[src/rtl/gpio_irq_up5k_if.sv]
// gpio_irq_up5k_if: zero-wait CPU bus shared with the GPIO block.
interface gpio_irq_up5k_if;
  logic [31:0] address_in;
  logic        sel_in;
  logic        read_in;
  logic [31:0] read_value_out;
  logic [3:0]  write_mask_in;
  logic [31:0] write_value_in;
  logic        ready_out;
  modport master (
    output address_in, sel_in, read_in, write_mask_in, write_value_in,
    input  read_value_out, ready_out
  );
  modport slave (
    input  address_in, sel_in, read_in, write_mask_in, write_value_in,
    output read_value_out, ready_out
  );
endinterface

[src/rtl/gpio_irq_up5k.sv]
// gpio_irq_up5k: pad input sync, per-pin edge detect, W1C pending and level irq.
// Define GPIO_IRQ_DEBOUNCE_EN to add tick-sampled 3-deep debounce ahead of edge detect.
module gpio_irq_up5k #(
  parameter logic [7:0] RESET_LEVEL  = 8'hFF,
  parameter int         DEBOUNCE_DIV = 1000
) (
  input  logic            clk,
  input  logic            reset,
  input  logic [7:0]      pins_in,
  gpio_irq_up5k_if.slave  bus,
  output logic            irq_out
);
  logic [7:0]  sync1, sync2, level, prev, rise_en, fall_en, pending, mask, set, clr;
  logic [2:0]  addr;
  logic        wr;
  logic [31:0] rd, reg5;
  logic        unused_ok;
  assign addr      = bus.address_in[4:2];
  assign wr        = bus.sel_in & bus.write_mask_in[0];
  assign set       = (level & ~prev & rise_en) | (~level & prev & fall_en);
  assign clr       = (wr && addr == 3'd3) ? bus.write_value_in[7:0] : 8'h00;
  assign irq_out   = |(pending & mask);
  assign bus.ready_out = bus.sel_in;
  assign unused_ok = ^{bus.read_in, bus.address_in[31:5], bus.address_in[1:0],
                       bus.write_mask_in[3:1], bus.write_value_in[31:8]};
  always_ff @(posedge clk or negedge reset)
    if (!reset) begin
      sync1   <= RESET_LEVEL;
      sync2   <= RESET_LEVEL;
      prev    <= RESET_LEVEL;
      rise_en <= '0;
      fall_en <= '0;
      pending <= '0;
      mask    <= '0;
    end else begin
      sync1   <= pins_in;
      sync2   <= sync1;
      prev    <= level;
      pending <= (pending & ~clr) | set;
      if (wr && addr == 3'd1) rise_en <= bus.write_value_in[7:0];
      if (wr && addr == 3'd2) fall_en <= bus.write_value_in[7:0];
      if (wr && addr == 3'd4) mask    <= bus.write_value_in[7:0];
    end
`ifdef GPIO_IRQ_DEBOUNCE_EN
  logic [15:0] cnt;
  logic        tick;
  logic [7:0]  h0, h1, h2;
  assign tick = cnt == 16'(DEBOUNCE_DIV - 1);
  assign reg5 = 32'(DEBOUNCE_DIV);
  // level follows only a unanimous history: all-ones sets, all-zeros clears
  always_ff @(posedge clk or negedge reset)
    if (!reset) begin
      cnt   <= '0;
      h0    <= RESET_LEVEL;
      h1    <= RESET_LEVEL;
      h2    <= RESET_LEVEL;
      level <= RESET_LEVEL;
    end else begin
      cnt   <= tick ? 16'd0 : cnt + 16'd1;
      if (tick) begin
        h0 <= sync2;
        h1 <= h0;
        h2 <= h1;
      end
      level <= (h0 & h1 & h2) | (level & (h0 | h1 | h2));
    end
`else
  assign level = sync2;
  assign reg5  = '0;
`endif
  assign rd = addr == 3'd0 ? {24'b0, level}   :
              addr == 3'd1 ? {24'b0, rise_en} :
              addr == 3'd2 ? {24'b0, fall_en} :
              addr == 3'd3 ? {24'b0, pending} :
              addr == 3'd4 ? {24'b0, mask}    :
              addr == 3'd5 ? reg5             : '0;
  assign bus.read_value_out = bus.sel_in ? rd : '0;
endmodule

[src/flat_wrapper.sv]
// flat-port wrapper written by rule: the top's interface ports become plain ports
module gpio_irq_up5k_flat 
#(
  parameter logic [7:0] RESET_LEVEL  = 8'hFF,
  parameter int         DEBOUNCE_DIV = 1000
)
  (clk, reset, pins_in, irq_out, bus_address_in, bus_sel_in, bus_read_in, bus_write_mask_in, bus_write_value_in, bus_read_value_out, bus_ready_out);
  gpio_irq_up5k_if bus_i ();
  input  logic clk;
  input  logic reset;
  input  logic [7:0] pins_in;
  output logic irq_out;
  input wire logic [$bits(bus_i.address_in)-1:0] bus_address_in;
  input wire logic [$bits(bus_i.sel_in)-1:0] bus_sel_in;
  input wire logic [$bits(bus_i.read_in)-1:0] bus_read_in;
  input wire logic [$bits(bus_i.write_mask_in)-1:0] bus_write_mask_in;
  input wire logic [$bits(bus_i.write_value_in)-1:0] bus_write_value_in;
  output wire logic [$bits(bus_i.read_value_out)-1:0] bus_read_value_out;
  output wire logic [$bits(bus_i.ready_out)-1:0] bus_ready_out;
  assign bus_i.address_in = bus_address_in;
  assign bus_i.sel_in = bus_sel_in;
  assign bus_i.read_in = bus_read_in;
  assign bus_i.write_mask_in = bus_write_mask_in;
  assign bus_i.write_value_in = bus_write_value_in;
  assign bus_read_value_out = bus_i.read_value_out;
  assign bus_ready_out = bus_i.ready_out;
  gpio_irq_up5k #(.RESET_LEVEL(RESET_LEVEL), .DEBOUNCE_DIV(DEBOUNCE_DIV)) u_core (.clk(clk), .reset(reset), .pins_in(pins_in), .bus(bus_i), .irq_out(irq_out));
endmodule
[config.mk]
export PLATFORM = sky130hd
export DESIGN_NAME = gpio_irq_up5k_flat
export DESIGN_NICKNAME = d
export VERILOG_FILES = /design/src/rtl/gpio_irq_up5k_if.sv /design/src/rtl/gpio_irq_up5k.sv /design/src/flat_wrapper.sv
export SDC_FILE = /design/constraint.sdc
export NUM_CORES = 1
export LEC_CHECK = 0
export BUFFER_PORTS_ARGS = -buffer_cell sky130_fd_sc_hd__buf_2
export CORE_MARGIN = 5
export CORE_UTILIZATION = 45
export CTS_CLUSTER_DIAMETER = 100
export CTS_CLUSTER_SIZE = 10
export DETAILED_ROUTE_END_ITERATION = 6
export PLACE_DENSITY = 0.76
export SLEW_MARGIN = 25
export SYNTH_ARGS = -nofsm -noshare
export SYNTH_HDL_FRONTEND = slang
export SYNTH_SLANG_ARGS = --single-unit
[constraint.sdc]
create_clock -name clk -period 2.8 [get_ports clk]
set_input_delay 0.56 -clock clk [delete_from_list [all_inputs] [get_ports clk]]
set_output_delay 0.56 -clock clk [all_outputs]
set_load 0.05 [all_outputs]
After elaboration in Yosys (flattened, before gate mapping)
Index checks and enable logic that the tools add are counted.
{"block": "word_totals", "latch_bits": 0, "romBits": 0, "out_inout_bits": 34, "ramBits": 0, "n_memories": 0, "wordCells": 36, "ff_bits": 56, "input_bits": 80}
{"block": "op_classes", "n_shift": 0, "add_sub_neg": 0, "n_eq_ne": 4, "muxes": 7, "n_bitwise": 12, "n_mul": 0, "n_div": 0, "magnitude_cmp": 0, "n_reduce_logical": 6}
{"op": "$mux W32", "n": 5}
{"op": "$and A8 B8 Y8", "n": 6}
{"op": "$not A8 Y8", "n": 3}
{"op": "$mux W8", "n": 2}
{"op": "$or A8 B8 Y8", "n": 2}
{"op": "$reduce_or A8 Y1", "n": 1}
{"op": "$eq A3 B2 Y1 const B", "n": 2}
{"op": "$logic_and A1 B1 Y1", "n": 4}
{"op": "$eq A3 B1 Y1 const B", "n": 1}
{"op": "$eq A3 B3 Y1 const B", "n": 1}
{"op": "$logic_not A3 Y1", "n": 1}
{"op": "$and A1 B1 Y1", "n": 1}

Logic depth before layout (Yosys ltp)
{"block": "logic_depth", "depth_word": 7, "mapped_depth": 5, "ltp_nobuf": 3}

Least setup slack after synthesis
No wires, ideal clock.
{"block": "synth_timing", "kind": "input -> output", "startpoint": "in bus_address_in[3]", "endpoint": "out bus_read_value_out[6]", "stages": 5, "n_path_buf": 2, "required_time_ps": 2240, "arrival_ps": 1523, "setup_slack_ps": 717, "path_cell_list": "buf_4 buf_4 mux2i_1 nor2_1 o221a_2"}
{"block": "synth_via", "elab_chain_len": 7, "word_cells_on_any_way": 11, "cone_classes": "eq/ne: 4; mux: 6; reduce/logical: 1"}
{"item": "start: declaration", "line_no": "flat_wrapper.sv:13", "source": "input wire logic [$bits(bus_i.address_in)-1:0] bus_address_in;"}
{"item": "$eq A3 B3 Y1", "line_no": "gpio_irq_up5k.sv:75", "source": "addr == 3'd4 ? {24'b0, mask} :"}
{"item": "$mux W8", "line_no": "gpio_irq_up5k.sv:75"}
{"item": "$mux W32", "line_no": "gpio_irq_up5k.sv:74", "source": "addr == 3'd3 ? {24'b0, pending} :"}
{"item": "$mux W32", "line_no": "gpio_irq_up5k.sv:73", "source": "addr == 3'd2 ? {24'b0, fall_en} :"}
{"item": "$mux W32", "line_no": "gpio_irq_up5k.sv:72", "source": "addr == 3'd1 ? {24'b0, rise_en} :"}
{"item": "$mux W32 *", "line_no": "gpio_irq_up5k.sv:71", "source": "assign rd = addr == 3'd0 ? {24'b0, level} :"}
{"item": "$mux W32 *", "line_no": "gpio_irq_up5k.sv:77", "source": "assign bus.read_value_out = bus.sel_in ? rd : '0;"}
{"item": "end: declaration", "line_no": "flat_wrapper.sv:18", "source": "output wire logic [$bits(bus_i.read_value_out)-1:0] bus_read_value_out;"}
Mark *: on every way between the ends. The rest lies on a longest branch, timed or not.

Worst setup path in the final report
{"block": "layout_timing", "startpoint": "in bus_address_in[3]", "endpoint": "out bus_read_value_out[7]"}
The elaborated chain is that of the path after synthesis.

==> key figures <==
Synthesis
  • Flop and latch count out of synthesis: 56
  • Syn Std Cell Area: 2691 µm²
  • Post-synthesis cell count: 207
  • Register area share after synthesis: 0.5318
  • Ranking of synthesized cells by area: dfrtp_1 (30%), dfstp_2 (23%), buf_4 (8.1%)
  • Commonest cells post-synth: dfrtp_1 (32), buf_4 (29), dfstp_2 (24)
  • Async SR Flop Fraction: 1.000
  • Most common cell in the netlist: dfrtp_1
  • Yosys warnings: 0
  • EDFF count, synth: 0
  • Top_reg_cell synth: dfrtp_1
  • Top cell type's share of synthesized area: 0.2975
  • Synth area leader: dfrtp_1
  • Post-synthesis cell type count: 28
  • Syn_area_per_cell: 13.00 µm²

STA
  • Final min period: 2.403 ns
  • F_max: 0.4161 GHz
  • Final period util: 0.8582
  • Final setup vio count: 0
  • Max Clock Skew: 0.007122 ns
  • Final worst slack: 0.3969 ns
  • Slew headroom: 0.6643
  • Slew Viols, Final: 0
  • TNS Setup: 0 ns
  • Fin. Hold Viols: 0
  • Measured slew at the worst slew-check pin: 0.5036 ns
  • RSZ-0062 raised after global routing: false

Setup path
  • Required time worst endpoint: 2.24 ns
  • WS Path Type: input port to primary output
  • Critical Path AT: 1.84 ns
  • RR Startpoint: u_core.level[7]$_DFF_PN1_
  • R2R Path End: u_core.pending[7]$_DFF_PN0_
  • Worst path most repeated cell: buf_2
  • Family with the most delay on the worst path: simple AND/OR/NAND/NOR gates
  • CP max FO: 11
  • Startpoint Class: input port
  • R2R depth: 2
  • Critical path buffer and inverter count: 2
  • CP max stage delay: 0.54 ns
  • Crit. End Element: primary output
  • Critical path's slowest cell: or3_1
  • Worst R2R Setup Slack: 1.92 ns
  • Critical-path cell list: buf_2 -> or3_1 -> o221a_2 -> buf_2

Routing
  • DR WL/cell: 15.83 µm
  • DRT iter0 DRCs: 50
  • Drc violations: 0
  • Post-DRT Antenna Nets: 0
  • Via density: 5.142
  • 1st-pass router iterations: 4
  • DR vias: 1625
  • Final wirelength: 5003 µm

Placed design
  • Final Wtd Congestion: 0.7680
  • Placed cell count: 308
  • Post-place setup slack: 0.4026 ns
  • Placed inst area: 2828 µm²
  • HPWL Detailed: 3535 µm
  • Number of port buffers: 32

Worst hold path
  • Worst hold path class: input port to asynchronous set/reset pin

CTS
  • CTS tree: built
  • Clk_lat worst skew: 0.31 ns
  • CTS clock-pin slew for the worst setup and hold paths: 0.09 ns
  • Maximum buffer depth of the clock tree: 2
  • Cts hold-fix bufs: 0
  • CTS H-tree depth: 2
  • CTS Buf Count: 5
  • Post-CTS sizing: 0
  • Postcts setup bufs: 0
  • Clock Sinks: 56
  • Root Buffer Master: clkbuf_8

Pwr
  • Combinational group share of total power: 0.215
  • VDD IR max: 0.0002411 V
  • Switching power: 572.0 µW
  • Switching Share: 0.3046
  • Internal Dissipation: 1.306 mW
  • Static leakage: 1.292 nW
  • Share of power burned in registers: 0.547
  • Clock Power Share: 0.238
  • Power, Total: 1.878 mW
  • Power per cell area: 643.7 nW/µm²

Die
  • Die Area: 7627 µm²
  • Die height: 87.34 µm
  • Core footprint: 5851 µm²
  • Row cnt: 28
  • Starting Density: 0.4600
  • Die width: 87.34 µm
  • IO Pins: 114

Global routing
  • Number of global-route vias before repair: 1601
  • Initial antenna violation count: 0
  • Total gr overflow: 0
  • Largest net degree at the start of global routing: 36
  • GRT Resource Usage Total: 0.1372
  • First-pass GRT wire length: 8107 µm

Finish
  • Post-Layout Cell Count: 316
  • P&R area growth vs syn: 8.415%
  • Ant diodes: 0
  • Final net count: 320
  • Share of cells above drive strength 1: 0.4232
  • Final instance area: 2918 µm²

Flow run
  • Max Cap Violations: 0

Run status
  • Status: completed
## worst register-to-register path, stage by stage (launching register included)
cell and delay, ns:
dfstp_2 0.57, nand3b_1 0.11, o211ai_1 0.08
## kinds of logic after synthesis
logic type | share of synthesized area
flops | 0.5318
mux | 0.1413
buf+inv | 0.08880
other cells | 0.001393
simple gates | 0.1316
compound gates | 0.1051
## power groups by stage
| stage | clock, mW | sequential (mW) | combinational [mW] |
|---|---|---|---|
| after floorplan | 0 | 1.01 | 0.358 |
| after global placement | 0 | 1.04 | 0.401 |
| after detailed placement | 0 | 1.04 | 0.409 |
| after CTS | 0.457 | 1.03 | 0.409 |
| after global routing | 0.494 | 1.04 | 0.442 |
| final | 0.447 | 1.03 | 0.405 |
## registers in the layout, indices dropped and copies added, names as in the netlist
name and flops:
u_core.pending 8, u_core.sync1 8, u_core.level 8, u_core.rise_en 8
u_core.prev 8, u_core.mask 8, u_core.fall_en 8
## how the worst max path moves through the flow
stage	startpoint	endpoint	slack [ns]	depth (start not counted)
floorplan	bus_address_in[3]	bus_read_value_out[6]	0.72	5
global placement	bus_address_in[3]	bus_read_value_out[3]	0.40	4
detailed placement	bus_address_in[3]	bus_read_value_out[7]	0.40	4
CTS	bus_address_in[3]	bus_read_value_out[7]	0.39	4
global route	bus_address_in[2]	bus_read_value_out[6]	0.34	6
finish	bus_address_in[3]	bus_read_value_out[7]	0.40	4
## cells in the final DEF, fill, tap and decap left out, drive strengths merged, types with 2 or more instances in the layout
cell type,n
mux2i,8
nand3b,9
buf,35
dfrtp,32
dfstp,24
o221a,8
o211ai,7
nand4,2
a22oi,4
o2bb2ai,8
clkbuf,8
mux2,24
nor2,11
o21ai,8
nor2b,8
nand2,15
conb,24
nand4b,2
## routing by layer
layer | wire length [µm] | track usage | up-vias | part of all wire
met3 | 398 | 0.03595 | 9 | 0.080
li1 | - | - | 758 | -
met1 | 2193 | 0.1851 | 803 | 0.44
met5 | 0 | 0 | - | 0
met2 | 2339 | 0.2151 | 55 | 0.47
met4 | 72 | 0.04463 | 0 | 0.014
## final cells by class
type | count | area, µm²
clock buffers | 8 | 90.09
fillers | 517 | 2933
multi-input cells | 142 | 1107
flip-flops and latches | 56 | 1431
well taps | 75 | 93.84
repair buffers | 35 | 195.2
## metrics by stage
step | utilization | hold WS [ns]
final | 0.4987 | 0.2164
after CTS | 0.4987 | 0.2257
after floorplan | - | 0.2644
after global routing | 0.4987 | 0.2470
after global placement | 0.4833 | 0.3454
after detailed placement | 0.4833 | 0.3472
Note: power is estimated with default switching activity, not from simulation.
